[src/rtl/frame_sequencer.sv]
`default_nettype none
// ============================================================================
// Module   : frame_sequencer
// Purpose  : Admits one raster frame at a time, forwards WIDTH x HEIGHT pixels
//            to FAST under backpressure, then waits for MATCH frame end.
// Revision : 1.0
// ============================================================================
module frame_sequencer #(
    parameter logic [11:0] WIDTH         = 12'd640,
    parameter logic [11:0] HEIGHT        = 12'd480,
    parameter logic [23:0] DRAIN_TIMEOUT = 24'd2000000
) (
    input  logic        i_clk,
    input  logic        i_rst_n,
    input  logic [7:0]  i_pixel,
    input  logic        i_valid,
    input  logic        i_sof,
    output logic        o_ready,
    output logic [7:0]  o_pixel,
    output logic        o_valid,
    output logic        o_frame_start,
    input  logic        i_fast_ready,
    input  logic        i_match_frame_end,
    input  logic        i_clr_status,
    output logic [1:0]  o_state,
    output logic [15:0] o_frame_cnt,
    output logic        o_err_sof,
    output logic        o_timeout
);

    localparam logic [1:0] ST_IDLE   = 2'd0;
    localparam logic [1:0] ST_START  = 2'd1;
    localparam logic [1:0] ST_STREAM = 2'd2;
    localparam logic [1:0] ST_DRAIN  = 2'd3;

    logic [1:0]  state_q, state_d;
    logic [11:0] x_q, x_d;
    logic [11:0] y_q, y_d;
    logic [23:0] drain_q, drain_d;
    logic [15:0] frame_cnt_q, frame_cnt_d;
    logic        err_sof_q, err_sof_d;
    logic        timeout_q, timeout_d;
    logic        frame_start_q, frame_start_d;

    logic w_xfer;
    logic w_line_end;
    logic w_last_px;
    logic w_sof_detect;
    logic w_drain_expired;

    assign w_xfer          = (state_q == ST_STREAM) & i_valid & i_fast_ready;
    assign w_line_end      = (x_q == WIDTH - 12'd1);
    assign w_last_px       = w_line_end & (y_q == HEIGHT - 12'd1);
    assign w_sof_detect    = (state_q == ST_IDLE) & i_valid & i_sof;
    assign w_drain_expired = (drain_q == DRAIN_TIMEOUT - 24'd1);

    // State register
    always_ff @(posedge i_clk) begin
        if (!i_rst_n) begin
            state_q <= ST_IDLE;
        end else begin
            state_q <= state_d;
        end
    end

    // Next-state logic
    always_comb begin
        state_d = state_q;
        case (state_q)
            ST_IDLE:   if (w_sof_detect) state_d = ST_START;
            ST_START:  state_d = ST_STREAM;
            ST_STREAM: if (w_xfer && w_last_px) state_d = ST_DRAIN;
            ST_DRAIN:  if (i_match_frame_end || w_drain_expired) state_d = ST_IDLE;
            default:   state_d = ST_IDLE;
        endcase
    end

    // Handshake outputs are combinational so STREAM runs at zero latency
    always_comb begin
        o_ready = 1'b0;
        o_valid = 1'b0;
        o_pixel = i_pixel;
        if (i_rst_n) begin
            case (state_q)
                ST_IDLE:   o_ready = i_valid & ~i_sof;
                ST_STREAM: begin
                    o_ready = i_fast_ready;
                    o_valid = i_valid & i_fast_ready;
                end
                default:   o_ready = 1'b0;
            endcase
        end
    end

    always_comb begin
        x_d           = x_q;
        y_d           = y_q;
        drain_d       = 24'd0;
        frame_cnt_d   = frame_cnt_q;
        err_sof_d     = err_sof_q;
        timeout_d     = timeout_q;
        frame_start_d = w_sof_detect;

        if (i_clr_status) begin
            err_sof_d = 1'b0;
            timeout_d = 1'b0;
        end

        if (w_xfer) begin
            // The SOF pixel itself sits at (0,0); any later SOF is an error
            if (i_sof && ((x_q != 12'd0) || (y_q != 12'd0))) begin
                err_sof_d = 1'b1;
            end
            if (w_last_px) begin
                x_d = 12'd0;
                y_d = 12'd0;
            end else if (w_line_end) begin
                x_d = 12'd0;
                y_d = y_q + 12'd1;
            end else begin
                x_d = x_q + 12'd1;
            end
        end

        if (state_q == ST_DRAIN) begin
            if (i_match_frame_end) begin
                frame_cnt_d = frame_cnt_q + 16'd1;
            end else if (w_drain_expired) begin
                timeout_d = 1'b1;
            end else begin
                drain_d = drain_q + 24'd1;
            end
        end
    end

    always_ff @(posedge i_clk) begin
        if (!i_rst_n) begin
            x_q           <= 12'd0;
            y_q           <= 12'd0;
            drain_q       <= 24'd0;
            frame_cnt_q   <= 16'd0;
            err_sof_q     <= 1'b0;
            timeout_q     <= 1'b0;
            frame_start_q <= 1'b0;
        end else begin
            x_q           <= x_d;
            y_q           <= y_d;
            drain_q       <= drain_d;
            frame_cnt_q   <= frame_cnt_d;
            err_sof_q     <= err_sof_d;
            timeout_q     <= timeout_d;
            frame_start_q <= frame_start_d;
        end
    end

    assign o_state       = state_q;
    assign o_frame_cnt   = frame_cnt_q;
    assign o_err_sof     = err_sof_q;
    assign o_timeout     = timeout_q;
    assign o_frame_start = frame_start_q;

endmodule
`default_nettype wire

[config.mk]
export PLATFORM = sky130hd
export DESIGN_NAME = frame_sequencer
export DESIGN_NICKNAME = d
export VERILOG_FILES = /design/src/rtl/frame_sequencer.sv
export SDC_FILE = /design/constraint.sdc
export NUM_CORES = 1
export LEC_CHECK = 0
export BUFFER_PORTS_ARGS = -buffer_cell sky130_fd_sc_hd__buf_4
export CORE_MARGIN = 5
export CORE_UTILIZATION = 54
export CTS_BUF_LIST = sky130_fd_sc_hd__clkbuf_8
export DETAILED_ROUTE_END_ITERATION = 12
export PLACE_DENSITY = 0.79
export SETUP_SLACK_MARGIN = 0.02
export SYNTH_ARGS = -nofsm -noshare
export SYNTH_HDL_FRONTEND = slang
export SYNTH_SLANG_ARGS = --single-unit
[constraint.sdc]
create_clock -name i_clk -period 1.9 [get_ports i_clk]
set_input_delay 0.38 -clock i_clk [delete_from_list [all_inputs] [get_ports i_clk]]
set_output_delay 0.38 -clock i_clk [all_outputs]
set_load 0.01 [all_outputs]
==> results of run 1 <==
## sequential cells by signal, summed over array words and instances, names as in the netlist
register and count:
drain_q 24, y_q 12, o_state 2, o_err_sof 1, x_q 12, o_timeout 1
o_frame_start 1, o_frame_cnt 16
## how the worst max path moves through the flow
| stage | start | slack, ps | to |
|---|---|---|---|
| 6_report | drain_q[12] | 30 | drain_q[5] |
| 5_1_grt | drain_q[12] | -30 | drain_q[10] |
| 4_1_cts | o_state[0] | 3 | o_valid |
| 3_5_place_dp | x_q[7] | -20 | y_q[8] |
| 3_3_place_gp | x_q[7] | 20 | y_q[8] |
| 2_1_floorplan | x_q[7] | -7 | y_q[8] |
## Yosys cell counts, types with 3 or more instances
| cell | number |
|---|---|
| nor2b_1 | 6 |
| dfxtp_1 | 69 |
| inv_1 | 12 |
| and4_1 | 5 |
| and3_1 | 12 |
| a21oi_1 | 3 |
| o21ai_0 | 4 |
| and2_1 | 17 |
| xnor2_1 | 28 |
| nor2_1 | 53 |
| nand2_1 | 31 |
| nor3_1 | 11 |
| xor2_1 | 26 |
| or3_1 | 3 |
| ha_1 | 10 |
| buf_4 | 8 |
| clkbuf_1 | 6 |
| nor4_1 | 6 |
| nand4_1 | 18 |
| a21boi_0 | 8 |
| nand2b_1 | 3 |
| nand3_1 | 23 |
## cell families (layout without fill, tap and decap cells)
kind of cell	count (synthesis)	in the layout	share of synthesized area
buffers and inverters	29	89	0.04454
adder cells (fa/ha/maj)	10	10	0.03743
multiplexers	2	2	0.005988
XOR/XNOR	54	54	0.1415
flip-flops	69	69	0.4132
AO/OA/AOI/OAI	20	20	0.03967
AND/OR/NAND/NOR	200	200	0.3177
## power breakdown
part           switching, mW  internal (mW)  leakage [nW]
clock                  0.571          0.599        0.0987
sequential            0.0276           1.48         0.558
combinational          0.261          0.251         0.926
## through the flow
step | worst slack (ps) | TNS [ps] | cells
3_3_place_gp | 23.14 | 0 | 495
2_1_floorplan | -7.336 | -7.336 | 384
4_1_cts | 3.391 | 0 | 512
3_5_place_dp | -18.54 | -18.54 | 495
6_report | 25.66 | 0 | 519
5_1_grt | -25.49 | -333.7 | 519
## final cells by class
class / instances / area share
Clock buffer: 9 / 0.02992
Clock inverter: 7 / 0.01602
Inverter: 12 / 0.01209
Multi-Input combinational cell: 286 / 0.4639
Sequential cell: 69 / 0.3348
Tap cell: 75 / 0.02267
Timing Repair Buffer: 61 / 0.1206
## worst max-delay path: cells and delay by family (launching register included)
kind	cells	cell delay (ps)
AND/OR/NAND/NOR	5	1270
flip-flops	1	340
buffers and inverters	1	160
## metal layers
layer / routed length (um) / GRT usage
met1: 3453 / 0.2443
met2: 3717 / 0.3225
met3: 433 / 0.05680
met4: 146 / 0.08104
met5: 0 / 0
## timing repair
item                       4_1_cts  5_1_grt
setup endpoints to repair        9       40
buffers inserted                 1        5
pin swaps                        2        5
gates cloned                     0        2
gates resized for setup          8       24
## cell usage in the layout, fill, tap and decap left out, types with 6 or more instances in the layout
cell type,netlist,routed
nand4_1,18,18
nor2b_1,6,6
xnor2_1,28,28
and3_1,12,11
clkbuf_8,0,9
xor2_1,26,26
nand2_1,31,29
nand3_1,23,21
nor2_1,53,53
ha_1,10,7
dfxtp_1,69,65
buf_4,8,56
and2_1,17,15
inv_1,12,10
a21boi_0,8,8
nor3_1,11,11
==> impl_metrics.tcl, run 1 <==
set metrics [dict create \
    cts_hold_buf 0 \
    drtIter0Drc 57 \
    status "finished clean" \
    synth_area_leader_cell "dfxtp_1" \
    antenna_found_initial 0 \
    fin_nets 464 \
    netlist_area_um2 3343 \
    hold_violations 0 \
    synth-seq-cells 69 \
    clockBufferDepth 2 \
    power_density_nw_per_um2 769.3 \
    clock_sinks 69 \
    placed_area_um2 3744 \
    ir_drop_uv 582.5 \
    regToRegEndpoint "drain_q[5]" \
    grt_pass1_wl_um 12240 \
    rows 28 \
    htree_levels 3 \
    critPathCaptureType "flip-flop" \
    synth-warning-count 0 \
    rsz0062_at_grt "yes" \
    path_class "flip-flop to flip-flop" \
    multi_input_area_um2 1921 \
    synth_fp_nets 409 \
    rrSetupSlack_ps 30 \
    area_delta_synth_final_pct 23.84 \
    n_fill_cell 434 \
    worst_hold_startpoint "i_sof" \
    clockRootBuffer "clkbuf_8" \
    overflow 0 \
    clk_latency_ps 350 \
    drt-pass1-iter-count 4 \
    synth_top_area_frac 0.4132 \
    path_cells "or4_4 > nor4_4 > nand3_2 > nand3_4 > clkbuf_16 > nor2_1" \
    cts_tree "yes" \
    die_area_um2 7865 \
    period_share 0.9865 \
    cap_violations 0 \
    synth.yosys.seq_area_share 0.4132 \
    relSlewSlack 0.7502 \
    finalMaxSlewViolations 0 \
    finalCoreUtilization 0.6952 \
    clk_pin_slew_worst_paths_ps 80 \
    synth.area.top_cells "dfxtp_1, xnor2_1, xor2_1" \
    hp-class "input pin to flip-flop" \
    initial_utilization 0.5613 \
    syn-instance-count 384 \
    viasPerCell 5.493 \
    start_kind "flip-flop" \
    port_buffers 29 \
    antennaDiodeCount 0 \
    drc 0 \
    leakagePower_nw 1.582 \
    fmax_mhz 533.5 \
    die_w_um 88.69 \
    power_mw 3.185 \
    finalInstanceArea_um2 4140 \
    ys_types 39 \
    critPathMaxStageDelay_ps 550 \
    r2r_start "drain_q[12]" \
    hold_depth 3 \
    dp.final_hpwl_um 4934 \
    async_reset_ff_frac 0 \
    whs_ps 283.0 \
    drt-total-wl_um 7751 \
    gp_congestion 0.8183 \
    clock_skew_ps 7.670 \
    wire_per_inst_um 14.93 \
    slowest_stage "or4_4" \
    fp.dieH_um 88.69 \
    numCtsBuffers 9 \
    antenna_left 0 \
    worst_pin_slew_ps 371.3 \
    grt_max_degree 34 \
    finalSetupViolCount 0 \
    grt_util_all_layers 0.1977 \
    synth_ff_type "dfxtp_1" \
    synth.avg_cell_area_um2 8.706 \
    first_global_vias 2733 \
    seq_area_um2 1386 \
    io_pins 46 \
    final_layout_size_suffix_gt1_frac 0.2365 \
    hold_end "o_frame_start" \
    finalCriticalPeriod_ps 1874 \
    critPathArrivalTime_ps 2110 \
    required_ps 2140 \
    vias 2851 \
    worstPathMaxFanout 6 \
    reg2reg_depth 6 \
    synth_edf_count 0 \
    core_um2 5956 \
]
(Power assumes the default switching activity.)
==> run 2: changes to the inputs <==
--- a/config.mk
+++ b/config.mk
@@ -5,12 +5,13 @@
 export SDC_FILE = /design/constraint.sdc
 export NUM_CORES = 1
 export LEC_CHECK = 0
+export ABC_AREA = 1
 export BUFFER_PORTS_ARGS = -buffer_cell sky130_fd_sc_hd__buf_4
 export CORE_MARGIN = 5
 export CORE_UTILIZATION = 54
 export CTS_BUF_LIST = sky130_fd_sc_hd__clkbuf_8
 export DETAILED_ROUTE_END_ITERATION = 12
-export PLACE_DENSITY = 0.79
+export PLACE_DENSITY = 0.78
 export SETUP_SLACK_MARGIN = 0.02
 export SYNTH_ARGS = -nofsm -noshare
 export SYNTH_HDL_FRONTEND = slang
==> run 2 against run 1 <==
Synthesized area up 11%. Hold slack better by 25 ps. Clock skew about the same. Wire length up 1.3%. Worst setup slack better by 110 ps. Sequential share of layout area down 0.86 points. Synthesized cell count up 36%. Sequential power about the same. Via count up 16%. Total power up 3.1%. Critical path depth unchanged. Global-route usage down 0.17 points. Critical path type is now flip-flop to output port. Critical endpoint is now o_ready. Largest power group unchanged.
==> impl_metrics.tcl, run 2 <==
set metrics [dict create \
    r2r_start "o_state[1]" \
    cts_tree "yes" \
    async_reset_ff_frac 0 \
    area_delta_synth_final_pct 13.83 \
    io_pins 46 \
    critPathCaptureType "output port" \
    worst_hold_startpoint "i_clr_status" \
    regToRegEndpoint "o_frame_cnt[11]" \
    synth-seq-cells 69 \
    htree_levels 3 \
    drc 0 \
    core_um2 6756 \
    crit_start "o_state[0]" \
    cts_hold_buf 0 \
    ys_types 43 \
    overflow 0 \
    hold_end "o_timeout" \
    p_int_mw 2.462 \
    regMostFlops "drain_q" \
    synth.area.top_cells "dfxtp_1, nand2_1, nor2_1" \
    critPathArrivalTime_ps 1390 \
    layout_common_cells "nand2_1, nor2_1, inv_1" \
    period_share 0.9298 \
    synth.yosys.seq_area_share 0.3707 \
    grt_max_degree 19 \
    relSlewSlack 0.6710 \
    netlist_area_um2 3726 \
    grt_util_all_layers 0.1960 \
    viasPerCell 5.171 \
    fin_cells 639 \
    rrSetupSlack_ps 170 \
    antenna_found_initial 0 \
    hold_depth 4 \
    syn-instance-count 523 \
    wire_per_inst_um 12.29 \
    clock_skew_ps 7.942 \
    antennaDiodeCount 0 \
    switching_power_uw 821.5 \
    finalMaxSlewViolations 0 \
    finalSetupViolCount 0 \
    synth_fp_nets 548 \
    power_density_nw_per_um2 774.1 \
    die_w_um 93.07 \
    hp-class "input pin to flip-flop" \
    drtIter0Drc 152 \
    path_class "flip-flop to output port" \
    port_buffers 29 \
    setup_tns_ps 0 \
    initial_utilization 0.5515 \
    worstPathMaxFanout 4 \
    status "finished clean" \
    gp_congestion 0.8678 \
    reg2reg_depth 8 \
    final_layout_size_suffix_gt1_frac 0.1610 \
    fp.dieH_um 93.07 \
    cap_violations 0 \
    required_ps 1520 \
    clockRootBuffer "clkbuf_8" \
    final_common_cell "nand2_1" \
    antenna_left 0 \
    synth_ff_type "dfxtp_1" \
    fmax_mhz 566.0 \
    numCtsBuffers 9 \
    synth.avg_cell_area_um2 7.124 \
    drt-total-wl_um 7854 \
    largest_reg_flops 24 \
    drt-pass1-iter-count 4 \
    clockBufferDepth 2 \
    clk_pin_slew_worst_paths_ps 70 \
    clk_latency_ps 350 \
    fin_nets 579 \
    ys_top_cells_by_count "nand2_1, nor2_1, inv_1" \
    rows 30 \
    worst_pin_slew_ps 489.7 \
    synth-warning-count 0 \
    n_fill_cell 599 \
    synth_edf_count 0 \
    clock_sinks 69 \
    yosysMostFrequentCell "nand2_1" \
    hold_violations 0 \
    dp.final_hpwl_um 5976 \
    finalCriticalPeriod_ps 1767 \
    netSwitchingFraction 0.2502 \
    die_area_um2 8661 \
    dp.cells 623 \
    synth_top_area_frac 0.3707 \
    ir_drop_uv 442.7 \
    leakagePower_nw 1.635 \
    start_kind "flip-flop" \
    first_global_vias 3129 \
    grt_pass1_wl_um 13810 \
    rsz0062_at_grt "no" \
    vias 3304 \
    clkPwrFrac 0.408 \
    seqPwrFrac 0.462 \
    synth_area_leader_cell "dfxtp_1" \
    combPwrFrac 0.130 \
]
run 2: cell types whose count changed in the layout (fill, tap and decap cells not counted), moves of 12 or more:
cell,previous run,this run
nand2_1,29,95
inv_1,10,72
nor2_1,53,85
a21oi_1,2,30
buf_4,56,33
xnor2_1,28,5
xor2_1,26,9
and2_1,15,0
o21ai_0,3,15
run 2: cell type report:
cell class / instances / area [um^2] / share of cell area
multi-input combinational: 367 / 2003 / 0.4723
sequential: 69 / 1384 / 0.3263
inverter: 74 / 280.3 / 0.06608
timing repair buffer: 33 / 247.7 / 0.05841
clock buffer: 11 / 151.4 / 0.03569
tap: 80 / 100.1 / 0.02360
clock inverter: 5 / 75.07 / 0.01770
run 2: how the worst max path moves through the flow:
stage,end,depth (start not counted),slack (ps)
floorplan,y_q[7],11,270
global placement,y_q[7],11,220
detailed placement,y_q[4],9,150
CTS,o_ready,5,30
global route,o_ready,5,20
finish,o_ready,6,130
run 2: metrics by stage:
| stage | cell area [um^2] | util | setup slack (ps) | hold slack (ps) | power, mW |
|---|---|---|---|---|---|
| 6_report | 4242 | 0.6278 | 133.3 | 307.6 | 3.284 |
| 4_1_cts | 4220 | 0.6246 | 26.67 | 295.3 | 3.293 |
| 2_1_floorplan | 3726 | - | 272.1 | 417.9 | 1.818 |
| 3_5_place_dp | 3991 | 0.5907 | 147.2 | 440.0 | 1.952 |
| 5_1_grt | 4242 | 0.6278 | 19.05 | 348.2 | 3.458 |
| 3_3_place_gp | 3991 | 0.5907 | 220.9 | 433.9 | 1.934 |
run 2: logic make-up after synthesis:
group,after synthesis,synth area share
AND/OR/NAND/NOR,280,0.3690
buffers and inverters,87,0.09738
flip-flops,69,0.3707
XOR/XNOR,14,0.03291
adder cells (fa/ha/maj),10,0.03358
AO/OA/AOI/OAI,63,0.09637
run 2: worst max-delay path, cell delays in order, from the launching register on:
cell,delay (ps)
dfxtp_2,340
inv_2,90
ha_4,160
buf_4,120
nand2_1,60
a21oi_2,140
buf_4,140
run 2: power groups by stage:
stage | clock, mW | combinational, mW | sequential, mW
3_5_place_dp | 0 | 0.413 | 1.54
2_1_floorplan | 0 | 0.272 | 1.55
3_3_place_gp | 0 | 0.397 | 1.54
5_1_grt | 1.45 | 0.488 | 1.52
4_1_cts | 1.37 | 0.417 | 1.51
6_report | 1.34 | 0.427 | 1.52
run 2: repair_timing:
item / in CTS / in global routing
setup buffers: 0 / 0
resized for setup: 2 / 5
cloned: 0 / 0
endpoints found under the setup margin: 1 / 5
run 2: metal layers:
layer / vias to the layer above / GRT usage / share of wire
li1: 1741 / - / -
met2: 77 / 0.3221 / 0.45
met1: 1473 / 0.2471 / 0.47
met5: - / 0 / 0
met4: 0 / 0.08547 / 0.021
met3: 13 / 0.04183 / 0.051
==> run 3: changes to the inputs <==
--- a/config.mk
+++ b/config.mk
@@ -8,10 +8,10 @@
 export ABC_AREA = 1
 export BUFFER_PORTS_ARGS = -buffer_cell sky130_fd_sc_hd__buf_4
 export CORE_MARGIN = 5
-export CORE_UTILIZATION = 54
+export CORE_UTILIZATION = 55
 export CTS_BUF_LIST = sky130_fd_sc_hd__clkbuf_8
 export DETAILED_ROUTE_END_ITERATION = 12
-export PLACE_DENSITY = 0.78
+export PLACE_DENSITY = 0.76
 export SETUP_SLACK_MARGIN = 0.02
 export SYNTH_ARGS = -nofsm -noshare
 export SYNTH_HDL_FRONTEND = slang
==> constraint.sdc (replaced) <==
create_clock -name i_clk -period 1.67 [get_ports i_clk]
set_input_delay 0.334 -clock i_clk [delete_from_list [all_inputs] [get_ports i_clk]]
set_output_delay 0.334 -clock i_clk [all_outputs]
set_load 0.01 [all_outputs]
==> run 3 against run 2 <==
The run now ends with setup timing left. Non-clock buffer count is 16 higher. Highest routed layer unchanged. Critical path type unchanged. Register-to-register slack worse by 100 ps. Wire length is 5.5% higher. Total power rose by 14%. Largest cell class unchanged.
==> impl_metrics.tcl, run 3 (synthesized netlist as in run 2, its figures left out) <==
set metrics [dict create \
    status "finished with violations" \
    violations "setup timing" \
    drt-total-wl_um 8289 \
    drc 0 \
    largest_reg_flops 24 \
    core_um2 6681 \
    numCtsBuffers 9 \
    ir_drop_uv 559.8 \
    gp_congestion 0.8643 \
    wl_met1_um 3861 \
    cap_violations 0 \
    worst_pin_slew_ps 356.3 \
    worstPathMaxFanout 4 \
    first_global_vias 3226 \
    finalCoreUtilization 0.6674 \
    grt_max_degree 19 \
    critPathArrivalTime_ps 1400 \
    cts_tree "yes" \
    rsz0062_at_grt "yes" \
    power_mw 3.746 \
    clk_pin_slew_worst_paths_ps 70 \
    final_common_cell "nand2_1" \
    fp.dieH_um 92.31 \
    clockRootBuffer "clkbuf_8" \
    rrSetupSlack_ps 70 \
    hp-class "input pin to flip-flop" \
    io_pins 46 \
    relSlewSlack 0.7616 \
    pre_cts_slack_ps -16.01 \
    vias 3428 \
    port_buffers 29 \
    antenna_left 0 \
    start_kind "flip-flop" \
    rows 30 \
    die_area_um2 8521 \
    hold_violations 0 \
    setup_slack_ps -66.93 \
    crit_family "flip-flops" \
    finalMaxSlewViolations 0 \
    initial_utilization 0.5577 \
    layout_common_cells "nand2_1, nor2_1, inv_1" \
    overflow 0 \
    path_cells "inv_2 > buf_6 > ha_4 > nand3b_1 > a21oi_2 > buf_4" \
    leakagePower_nw 1.736 \
    drt-pass1-iter-count 5 \
    wl_met3_um 411 \
    finalSetupViolCount 1 \
    wl_met2_um 3829 \
    fin_nets 595 \
    clk_latency_ps 340 \
    finalCriticalPeriod_ps 1737 \
    viasPerCell 5.242 \
    slowest_stage "dfxtp_2" \
    clock_sinks 69 \
    top_layer "met4" \
    die_w_um 92.31 \
    final_layout_size_suffix_gt1_frac 0.2160 \
    antenna_found_initial 0 \
    clockBufferDepth 2 \
    path_class "flip-flop to output port" \
    path_buf_inv 3 \
    drtIter0Drc 185 \
    power_density_nw_per_um2 840.0 \
    clock_skew_ps 8.649 \
    fmax_mhz 575.7 \
    cts_hold_buf 0 \
    wire_per_inst_um 12.67 \
    area_delta_synth_final_pct 19.68 \
    htree_levels 3 \
    grt_pass1_wl_um 14210 \
    required_ps 1340 \
    critPathCaptureType "output port" \
    setup_tns_ps -66.93 \
    critPathMaxStageDelay_ps 340 \
    grt_util_all_layers 0.2038 \
    dp.final_hpwl_um 6043 \
    antennaDiodeCount 0 \
    period_share 1.040 \
    regMostFlops "drain_q" \
]
==> run 3: layout make-up <==
type / count / area (um^2)
clock inverters: 4 / 47.55
fillers: 570 / 2222
multi-input cells: 367 / 2082
well taps: 80 / 100.1
inverters: 74 / 287.8
repair buffers: 49 / 400.4
clock buffers: 11 / 151.4
flip-flops and latches: 69 / 1390
==> run 3: per-layer routing <==
metal / vias up / global-route usage
met4: 0 / 0.08787
met5: - / 0
met2: 96 / 0.3239
met3: 16 / 0.04062
met1: 1551 / 0.2686
li1: 1765 / -
==> run 3: final timing paths <==
path	from	to	cells past startpoint
worst min-delay path	i_clr_status	o_timeout	4
worst min register to register	drain_q[0]	drain_q[0]	1
worst max-delay path	o_state[0]	o_ready	6
worst max register to register	o_state[0]	y_q[5]	12
==> run 3: stage by stage <==
stage | area, um^2 | std cells | hold WS (ps)
after global routing | 4459 | 654 | 280.5
after floorplan | 3726 | 523 | 417.9
after CTS | 4305 | 646 | 253.2
final | 4459 | 654 | 258.8
after detailed placement | 4064 | 631 | 442.0
after global placement | 4064 | 631 | 428.5
==> run 3: worst reg2reg max path: stages (launching register included) <==
cell and delay (ps):
dfxtp_2 340, inv_2 80, ha_4 150, nand3_4 130
inv_4 100, nand3_4 90, nor2_8 140, buf_12 130
nand2_4 50, nand2_4 100, inv_6 60, o21ai_4 60
a21oi_1 50
==> run 3: what timing repair did <==
action / CTS / global route
pin swaps: 3 / 10
gates resized for setup: 12 / 27
endpoints found under the setup margin: 4 / 39
setup buffers: 0 / 8
==> run 3: power breakdown <==
| part | switching (mW) | internal, mW |
|---|---|---|
| Combinational | 0.342 | 0.304 |
| Clock | 0.614 | 0.757 |
| Sequential | 0.0388 | 1.69 |
| Total | 0.995 | 2.75 |
